[src/rtl/ps2_keycode_rx_if.sv]
// PS/2 pin inputs and decoded key outputs of ps2_keycode_rx.
// The receiver uses the slave view; the board/bench side uses the master view.
interface ps2_keycode_rx_if;
  logic       ps2_clk;
  logic       ps2_data;
  logic [7:0] keycode;
  logic [7:0] scan_byte;
  logic       byte_valid;
  logic       frame_error;

  modport slave (
    input  ps2_clk,
    input  ps2_data,
    output keycode,
    output scan_byte,
    output byte_valid,
    output frame_error
  );

  modport master (
    output ps2_clk,
    output ps2_data,
    input  keycode,
    input  scan_byte,
    input  byte_valid,
    input  frame_error
  );
endinterface

[src/rtl/ps2_keycode_rx.sv]
// PS/2 set-2 receiver plus make/break decoder for left/right/space, driving one held-key code.
// byte_valid lands 1 cycle after the stop-bit edge and keycode 1 cycle later; there is no backpressure.
module ps2_keycode_rx #(
  parameter int unsigned TIMEOUT_CYCLES = 50000,
  parameter logic [7:0]  KC_LEFT        = 8'd80,
  parameter logic [7:0]  KC_RIGHT       = 8'd79,
  parameter logic [7:0]  KC_SPACE       = 8'd44
) (
  input logic             Clk,
  input logic             Reset,
  ps2_keycode_rx_if.slave ps2_if
);

  localparam int unsigned     TO_W    = (TIMEOUT_CYCLES > 1) ? $clog2(TIMEOUT_CYCLES) : 1;
  localparam logic [TO_W-1:0] TO_LAST = TO_W'(TIMEOUT_CYCLES - 1);

  localparam logic [7:0] SC_EXT   = 8'hE0;
  localparam logic [7:0] SC_BREAK = 8'hF0;
  localparam logic [7:0] SC_SPACE = 8'h29;
  localparam logic [7:0] SC_LEFT  = 8'h6B;
  localparam logic [7:0] SC_RIGHT = 8'h74;

  // Input conditioning
  logic ps2_clk_s1_q;
  logic ps2_clk_s2_q;
  logic ps2_clk_dly_q;
  logic ps2_dat_s1_q;
  logic ps2_dat_s2_q;
  logic fall_edge;
  logic rx_bit;

  // Synchronizers idle at 1 so leaving reset never fabricates a falling edge.
  always_ff @(posedge Clk) begin
    if (Reset) begin
      ps2_clk_s1_q  <= 1'b1;
      ps2_clk_s2_q  <= 1'b1;
      ps2_clk_dly_q <= 1'b1;
      ps2_dat_s1_q  <= 1'b1;
      ps2_dat_s2_q  <= 1'b1;
    end else begin
      ps2_clk_s1_q  <= ps2_if.ps2_clk;
      ps2_clk_s2_q  <= ps2_clk_s1_q;
      ps2_clk_dly_q <= ps2_clk_s2_q;
      ps2_dat_s1_q  <= ps2_if.ps2_data;
      ps2_dat_s2_q  <= ps2_dat_s1_q;
    end
  end

  assign fall_edge = ps2_clk_dly_q & ~ps2_clk_s2_q;
  assign rx_bit    = ps2_dat_s2_q;

  // Frame FSM
  typedef enum logic [1:0] {
    F_IDLE,
    F_DATA,
    F_PARITY,
    F_STOP
  } frm_state_e;

  frm_state_e      frm_state_q;
  frm_state_e      frm_state_d;
  logic [2:0]      bit_cnt_q;
  logic [2:0]      bit_cnt_d;
  logic [7:0]      shift_q;
  logic [7:0]      shift_d;
  logic            parity_q;
  logic            parity_d;
  logic [TO_W-1:0] to_cnt_q;
  logic [TO_W-1:0] to_cnt_d;
  logic [7:0]      scan_byte_q;
  logic [7:0]      scan_byte_d;
  logic            byte_valid_q;
  logic            byte_valid_d;
  logic            frame_error_q;
  logic            frame_error_d;
  logic            frame_good;

  // Stop bit must be 1 and data plus parity must carry odd weight.
  assign frame_good = rx_bit & (^{shift_q, parity_q});

  always_comb begin
    frm_state_d   = frm_state_q;
    bit_cnt_d     = bit_cnt_q;
    shift_d       = shift_q;
    parity_d      = parity_q;
    to_cnt_d      = '0;
    scan_byte_d   = scan_byte_q;
    byte_valid_d  = 1'b0;
    frame_error_d = 1'b0;

    if (frm_state_q != F_IDLE && !fall_edge) begin
      to_cnt_d = to_cnt_q + TO_W'(1);
    end

    case (frm_state_q)
      F_IDLE: begin
        if (fall_edge) begin
          if (!rx_bit) begin
            frm_state_d = F_DATA;
            bit_cnt_d   = 3'd0;
          end else begin
            frame_error_d = 1'b1;
          end
        end
      end
      F_DATA: begin
        if (fall_edge) begin
          shift_d   = {rx_bit, shift_q[7:1]};
          bit_cnt_d = bit_cnt_q + 3'd1;
          if (bit_cnt_q == 3'd7) begin
            frm_state_d = F_PARITY;
          end
        end
      end
      F_PARITY: begin
        if (fall_edge) begin
          parity_d    = rx_bit;
          frm_state_d = F_STOP;
        end
      end
      F_STOP: begin
        if (fall_edge) begin
          if (frame_good) begin
            scan_byte_d  = shift_q;
            byte_valid_d = 1'b1;
          end else begin
            frame_error_d = 1'b1;
          end
          frm_state_d = F_IDLE;
        end
      end
      default: frm_state_d = F_IDLE;
    endcase

    // A stalled keyboard clock abandons the frame; any real edge restarts the count first.
    if (frm_state_q != F_IDLE && !fall_edge && to_cnt_q == TO_LAST) begin
      frm_state_d   = F_IDLE;
      frame_error_d = 1'b1;
      to_cnt_d      = '0;
    end
  end

  always_ff @(posedge Clk) begin
    if (Reset) begin
      frm_state_q   <= F_IDLE;
      bit_cnt_q     <= 3'd0;
      shift_q       <= 8'd0;
      parity_q      <= 1'b0;
      to_cnt_q      <= '0;
      scan_byte_q   <= 8'd0;
      byte_valid_q  <= 1'b0;
      frame_error_q <= 1'b0;
    end else begin
      frm_state_q   <= frm_state_d;
      bit_cnt_q     <= bit_cnt_d;
      shift_q       <= shift_d;
      parity_q      <= parity_d;
      to_cnt_q      <= to_cnt_d;
      scan_byte_q   <= scan_byte_d;
      byte_valid_q  <= byte_valid_d;
      frame_error_q <= frame_error_d;
    end
  end

  // Decode FSM: prefix bytes E0/F0 qualify the following byte
  typedef enum logic [1:0] {
    D_NORM,
    D_EXT,
    D_BRK,
    D_EXT_BRK
  } dec_state_e;

  dec_state_e dec_state_q;
  dec_state_e dec_state_d;
  logic       mk_left;
  logic       mk_right;
  logic       mk_space;
  logic       brk_left;
  logic       brk_right;
  logic       brk_space;

  always_comb begin
    dec_state_d = dec_state_q;
    mk_left     = 1'b0;
    mk_right    = 1'b0;
    mk_space    = 1'b0;
    brk_left    = 1'b0;
    brk_right   = 1'b0;
    brk_space   = 1'b0;

    if (byte_valid_q) begin
      case (dec_state_q)
        D_NORM: begin
          if (scan_byte_q == SC_EXT) begin
            dec_state_d = D_EXT;
          end else if (scan_byte_q == SC_BREAK) begin
            dec_state_d = D_BRK;
          end else begin
            mk_space = (scan_byte_q == SC_SPACE);
          end
        end
        D_EXT: begin
          dec_state_d = D_NORM;
          if (scan_byte_q == SC_BREAK) begin
            dec_state_d = D_EXT_BRK;
          end else begin
            mk_left  = (scan_byte_q == SC_LEFT);
            mk_right = (scan_byte_q == SC_RIGHT);
          end
        end
        D_BRK: begin
          dec_state_d = D_NORM;
          brk_space   = (scan_byte_q == SC_SPACE);
        end
        D_EXT_BRK: begin
          dec_state_d = D_NORM;
          brk_left    = (scan_byte_q == SC_LEFT);
          brk_right   = (scan_byte_q == SC_RIGHT);
        end
        default: dec_state_d = D_NORM;
      endcase
    end
  end

  always_ff @(posedge Clk) begin
    if (Reset) begin
      dec_state_q <= D_NORM;
    end else begin
      dec_state_q <= dec_state_d;
    end
  end

  // Key tracking
  logic       held_left_q;
  logic       held_left_d;
  logic       held_right_q;
  logic       held_right_d;
  logic       held_space_q;
  logic       held_space_d;
  logic [7:0] keycode_q;
  logic [7:0] keycode_d;
  logic       active_broken;

  function automatic logic [7:0] top_held(input logic l, input logic r, input logic s);
    logic [7:0] code;
    code = 8'd0;
    if (l) begin
      code = KC_LEFT;
    end else if (r) begin
      code = KC_RIGHT;
    end else if (s) begin
      code = KC_SPACE;
    end
    return code;
  endfunction

  assign active_broken = (brk_left  && keycode_q == KC_LEFT)  ||
                         (brk_right && keycode_q == KC_RIGHT) ||
                         (brk_space && keycode_q == KC_SPACE);

  always_comb begin
    held_left_d  = held_left_q  & ~brk_left;
    held_right_d = held_right_q & ~brk_right;
    held_space_d = held_space_q & ~brk_space;
    keycode_d    = keycode_q;

    if (mk_left) begin
      held_left_d = 1'b1;
      keycode_d   = KC_LEFT;
    end else if (mk_right) begin
      held_right_d = 1'b1;
      keycode_d    = KC_RIGHT;
    end else if (mk_space) begin
      held_space_d = 1'b1;
      keycode_d    = KC_SPACE;
    end else if (active_broken) begin
      // Fall back to the highest-priority key still down.
      keycode_d = top_held(held_left_d, held_right_d, held_space_d);
    end
  end

  always_ff @(posedge Clk) begin
    if (Reset) begin
      held_left_q  <= 1'b0;
      held_right_q <= 1'b0;
      held_space_q <= 1'b0;
      keycode_q    <= 8'd0;
    end else begin
      held_left_q  <= held_left_d;
      held_right_q <= held_right_d;
      held_space_q <= held_space_d;
      keycode_q    <= keycode_d;
    end
  end

  assign ps2_if.keycode     = keycode_q;
  assign ps2_if.scan_byte   = scan_byte_q;
  assign ps2_if.byte_valid  = byte_valid_q;
  assign ps2_if.frame_error = frame_error_q;

endmodule

[src/flat_wrapper.sv]
// flat-port wrapper written by rule: the top's interface ports become plain ports
module ps2_keycode_rx_flat 
#(
  parameter int unsigned TIMEOUT_CYCLES = 50000,
  parameter logic [7:0]  KC_LEFT        = 8'd80,
  parameter logic [7:0]  KC_RIGHT       = 8'd79,
  parameter logic [7:0]  KC_SPACE       = 8'd44
)
  (Clk, Reset, ps2_if_ps2_clk, ps2_if_ps2_data, ps2_if_keycode, ps2_if_scan_byte, ps2_if_byte_valid, ps2_if_frame_error);
  ps2_keycode_rx_if ps2_if_i ();
  input logic Clk;
  input logic Reset;
  input wire logic [$bits(ps2_if_i.ps2_clk)-1:0] ps2_if_ps2_clk;
  input wire logic [$bits(ps2_if_i.ps2_data)-1:0] ps2_if_ps2_data;
  output wire logic [$bits(ps2_if_i.keycode)-1:0] ps2_if_keycode;
  output wire logic [$bits(ps2_if_i.scan_byte)-1:0] ps2_if_scan_byte;
  output wire logic [$bits(ps2_if_i.byte_valid)-1:0] ps2_if_byte_valid;
  output wire logic [$bits(ps2_if_i.frame_error)-1:0] ps2_if_frame_error;
  assign ps2_if_i.ps2_clk = ps2_if_ps2_clk;
  assign ps2_if_i.ps2_data = ps2_if_ps2_data;
  assign ps2_if_keycode = ps2_if_i.keycode;
  assign ps2_if_scan_byte = ps2_if_i.scan_byte;
  assign ps2_if_byte_valid = ps2_if_i.byte_valid;
  assign ps2_if_frame_error = ps2_if_i.frame_error;
  ps2_keycode_rx #(.TIMEOUT_CYCLES(TIMEOUT_CYCLES), .KC_LEFT(KC_LEFT), .KC_RIGHT(KC_RIGHT), .KC_SPACE(KC_SPACE)) u_core (.Clk(Clk), .Reset(Reset), .ps2_if(ps2_if_i));
endmodule
[config.mk]
export PLATFORM = sky130hd
export DESIGN_NAME = ps2_keycode_rx_flat
export DESIGN_NICKNAME = d
export VERILOG_FILES = /design/src/rtl/ps2_keycode_rx_if.sv /design/src/rtl/ps2_keycode_rx.sv /design/src/flat_wrapper.sv
export SDC_FILE = /design/constraint.sdc
export NUM_CORES = 1
export LEC_CHECK = 0
export BUFFER_PORTS_ARGS = -buffer_cell sky130_fd_sc_hd__buf_2
export CAP_MARGIN = 20
export CORE_MARGIN = 5
export CORE_UTILIZATION = 50
export DETAILED_ROUTE_END_ITERATION = 8
export PLACE_DENSITY = 0.67
export SYNTH_ARGS = -nofsm -noshare
export SYNTH_HDL_FRONTEND = slang
export SYNTH_SLANG_ARGS = --single-unit
[constraint.sdc]
create_clock -name Clk -period 2.94 [get_ports Clk]
set_clock_uncertainty 0.05 [all_clocks]
set_input_delay 0.294 -clock Clk [delete_from_list [all_inputs] [get_ports Clk]]
set_output_delay 0.294 -clock Clk [all_outputs]
set_load 0.05 [all_outputs]
==> summary.md <==
| Metric | Value |
|---|---|
| Nets@finish | 316 |
| Post-cts gate resize count | 0 |
| Worst slack at placement | 0.593 ns |
| Max Root-Sink Buffers | 2 |
| CP Capture Type | flop |
| Number of buffers inserted by hold repair at cts | 0 |
| Final worst slack | 0.584 ns |
| P_leak | 1.17 nW |
| Post-placement cell area | 0.00275 sq mm |
| Placeable Area | 0.00511 sq mm |
| Via density per instance | 5.23 |
| Run status | finished, final reports clean |
| # Post-CTS Setup Buffers | 0 |
| Number of cell instances on the worst register-to-register path | 6 |
| Clock share of power | 42.7% |
| Number of remaining DRC errors | 0 |
| DP Wirelength | 3390 microns |
| Number of antenna violations at the first check in global routing | 0 |
| Final setup vio count | 0 |
| Distinct cell type count after synthesis | 54 |
| Number of instances in the synthesized netlist | 291 |
| Minimum clock period after layout | 2.36 ns |
| Skew-Pair Late Insertion Delay | 0.31 ns |
| Synth async-reset ratio | 0% |
| Post-synthesis sequential element count | 55 |
| Yosys warns | 0 |
| Most used flip-flop cell after synthesis | sky130_fd_sc_hd__dfxtp_1 |
| Startpoint Class | flop |
| TritonRoute pass-1 iters | 4 |
| Root buffer cell | sky130_fd_sc_hd__clkbuf_8 |
| Sequential fraction of the synthesis area | 42.1% |
| Logic gate share of total power | 2.1% |
| IO buf count | 20 |
| Via total after detailed routing | 1966 |
| Total power | 1.36 mW |
| First-pass GRT wire length | 8600 microns |
| Syn Std Cell Area | 0.00261 sq mm |
| Worst slew margin relative to its limit | 56.3% |
| Final max-slew violation count | 0 |
| Timing startpoint of the critical path | u_core.ps2_if.scan_byte[6] |
| CTS tree | built |
| Gr ovfl total | 0 |
| # diodes | 0 |
| Post-route cell area | 0.00288 sq mm |
| Signed area change from the synthesized netlist to the final layout | 10.2% |
| Final RePlAce weighted congestion | 0.831 |
| Routed wire length per instance | 13.1 microns |
| Highest net fanout along the worst path | 7 |
| Number of buffers created by CTS | 5 |
| Detailed Route Iter0 Violations | 110 |
| Overall die area | 0.00677 sq mm |
| Synthesized netlist net count | 302 |
| Setup repair after global routing missed its margin | false |
| Worst VDD drop | 0.426 mV |
| Pin count of the biggest net entering global routing | 38 |
| Via count of the first global-routing pass | 1851 |
| Worst setup path class | reg -> reg |
| Worst setup endpoint | u_core.ps2_if.keycode[5] |
| DP Cell Count | 368 |
| Power density relative to cell area | 472 mW/mm^2 |
| Net switching component of the power | 0.263 mW |
| Worst path arrival time | 2.53 ns |
| Number of hold violations in the final report | 0 |
| Transition time at the pin with the least slew margin | 0.656 ns |
| Endpoint of the lowest-slack register-to-register path | u_core.ps2_if.keycode[5] |
| Worst reg2reg path startpoint | u_core.ps2_if.scan_byte[6] |
| Total global-route track usage | 16.4% |
| Post-CTS clock slew at the launch and capture registers of the worst setup and hold paths | 0.10 ns |
| # Max-Cap Violations | 0 |
| Final standard cell count with taps included and fillers excluded | 376 |
| Die height | 82.3 microns |
| Total length of routed wires | 4930 microns |
| Fraction of power consumed by sequential logic | 55.2% |
| Maximum achievable frequency | 424 MHz |
| Required @ worst endpoint | 3.11 ns |
| Period Utilization, post-route | 80.1% |
| Share of post-route cells with drive strength above 1 | 15.4% |
| Most frequent cells in the layout | sky130_fd_sc_hd__dfxtp_1, sky130_fd_sc_hd__nor2_1, sky130_fd_sc_hd__nand2_1, sky130_fd_sc_hd__buf_2, sky130_fd_sc_hd__mux2i_1 |
| Internal power | 1.10 mW |
| H-tree Lvls | 2 |
| EDFF count, synth | 0 |
| Setup slack on the worst flop-to-flop path | 0.58 ns |
| I/O pin total | 22 |
| Switching power as a share of total power | 19.4% |
| Most common cell after layout, fill and taps aside | sky130_fd_sc_hd__dfxtp_1 |
| Total number of placement rows | 26 |
| Post-route ant nets | 0 |
| Clock sinks | 55 |
| Mean post-synth cell area | 8.98 sq um |
| Horizontal die dimension | 82.3 microns |
| Effective utilization at floorplan | 51.2% |
| Final TNS setup | 0 ns |
| Class of the worst hold path | in -> reg |
synth_stat cells (all sizes together), types with 2 or more instances:
master  instances  share of area (%)
xor2            9                3.0
a31oi           4               0.96
nor3            7                1.7
and4bb          2               0.96
nor2           47                6.8
xnor2          11                3.7
ha              7                3.4
nand2b          4               0.96
clkbuf         10                1.4
a21oi          10                2.1
a211oi          2               0.57
or2             9                2.2
nor4b           3                1.2
nand3          12                2.3
dfxtp          55                 42
nand4b          3                1.0
buf             5                1.2
or4             2               0.57
nor4            4               0.96
o21ai           5               0.96
mux2i          18                6.9
nor3b           2               0.77
inv             8                1.1
nand4           5                1.2
or3             4               0.96
nand2          24                3.4
through the flow:
stage          hold WS [ns]  util [%]
6_report              0.118      56.3
5_1_grt               0.113      56.3
4_1_cts               0.111      56.3
3_5_place_dp          0.344      53.7
3_3_place_gp          0.342      53.7
2_1_floorplan         0.339         -
state kept, by name, indices dropped and copies added, names as in the netlist:
register,count
u_core.to_cnt_q,16
u_core.ps2_if.scan_byte,8
u_core.shift_q,8
u_core.ps2_if.keycode,5
u_core.bit_cnt_q,3
u_core.dec_state_q,2
u_core.frm_state_q,2
u_core.held_left_q,1
u_core.held_right_q,1
u_core.held_space_q,1
u_core.parity_q,1
u_core.ps2_clk_dly_q,1
u_core.ps2_clk_s1_q,1
u_core.ps2_clk_s2_q,1
u_core.ps2_dat_s1_q,1
u_core.ps2_dat_s2_q,1
u_core.ps2_if.byte_valid,1
u_core.ps2_if.frame_error,1
cells by family after synthesis:
logic type / Yosys count / share of synthesized area [%]
fa+ha+maj: 7 / 3.35
flops: 55 / 42.1
compound gates: 30 / 8.24
buf+inv: 23 / 3.83
xor+xnor: 21 / 7.57
other cells: 1 / 0.144
mux: 18 / 6.90
simple gates: 136 / 27.8
how the worst min path moves through the flow:
stage / start / endpoint / slack [ns] / cells past startpoint
floorplan: u_core.ps2_clk_s1_q / u_core.ps2_clk_s2_q / 0.34 / 1
global placement: u_core.ps2_dat_s1_q / u_core.ps2_dat_s2_q / 0.34 / 1
detailed placement: u_core.ps2_dat_s1_q / u_core.ps2_dat_s2_q / 0.34 / 1
CTS: ps2_if_ps2_clk / u_core.ps2_clk_s1_q / 0.11 / 2
global route: ps2_if_ps2_data / u_core.ps2_dat_s1_q / 0.11 / 2
finish: ps2_if_ps2_clk / u_core.ps2_clk_s1_q / 0.12 / 2
per-layer routing:
metal / GRT usage (%) / up-vias / share of wire [%]
met4: 5.81 / 0 / 1.4
met2: 25.8 / 32 / 46
met1: 21.4 / 897 / 49
li1: - / 1031 / -
met5: 0 / - / 0
met3: 4.45 / 6 / 4.1
power by group through the flow:
stage               sequential, mW  clock [mW]  combinational, mW
finish                       0.750       0.581             0.0286
global route                 0.751       0.633             0.0321
CTS                          0.750       0.599             0.0291
detailed placement           0.768           0             0.0286
global placement             0.768           0             0.0287
floorplan                    0.768           0             0.0234
cell type report:
class / count / area, sq um
flip-flops and latches: 55 / 1100
multi-input cells: 213 / 1410
well taps: 70 / 87.6
repair buffers: 22 / 115
clock buffers: 6 / 72.6
clock inverters: 2 / 60.1
fillers: 499 / 2230
inverters: 8 / 30.0
worst max-delay path: stages, from the launching register on:
cell	delay (ns)
sky130_fd_sc_hd__dfxtp_1	0.44
sky130_fd_sc_hd__nor4b_2	0.25
sky130_fd_sc_hd__or4b_4	0.50
sky130_fd_sc_hd__a2111oi_4	0.49
sky130_fd_sc_hd__nor3_2	0.15
sky130_fd_sc_hd__mux2i_1	0.14
sky130_fd_sc_hd__nor4b_1	0.25
No activity file was read; power rests on OpenSTA's default activity.
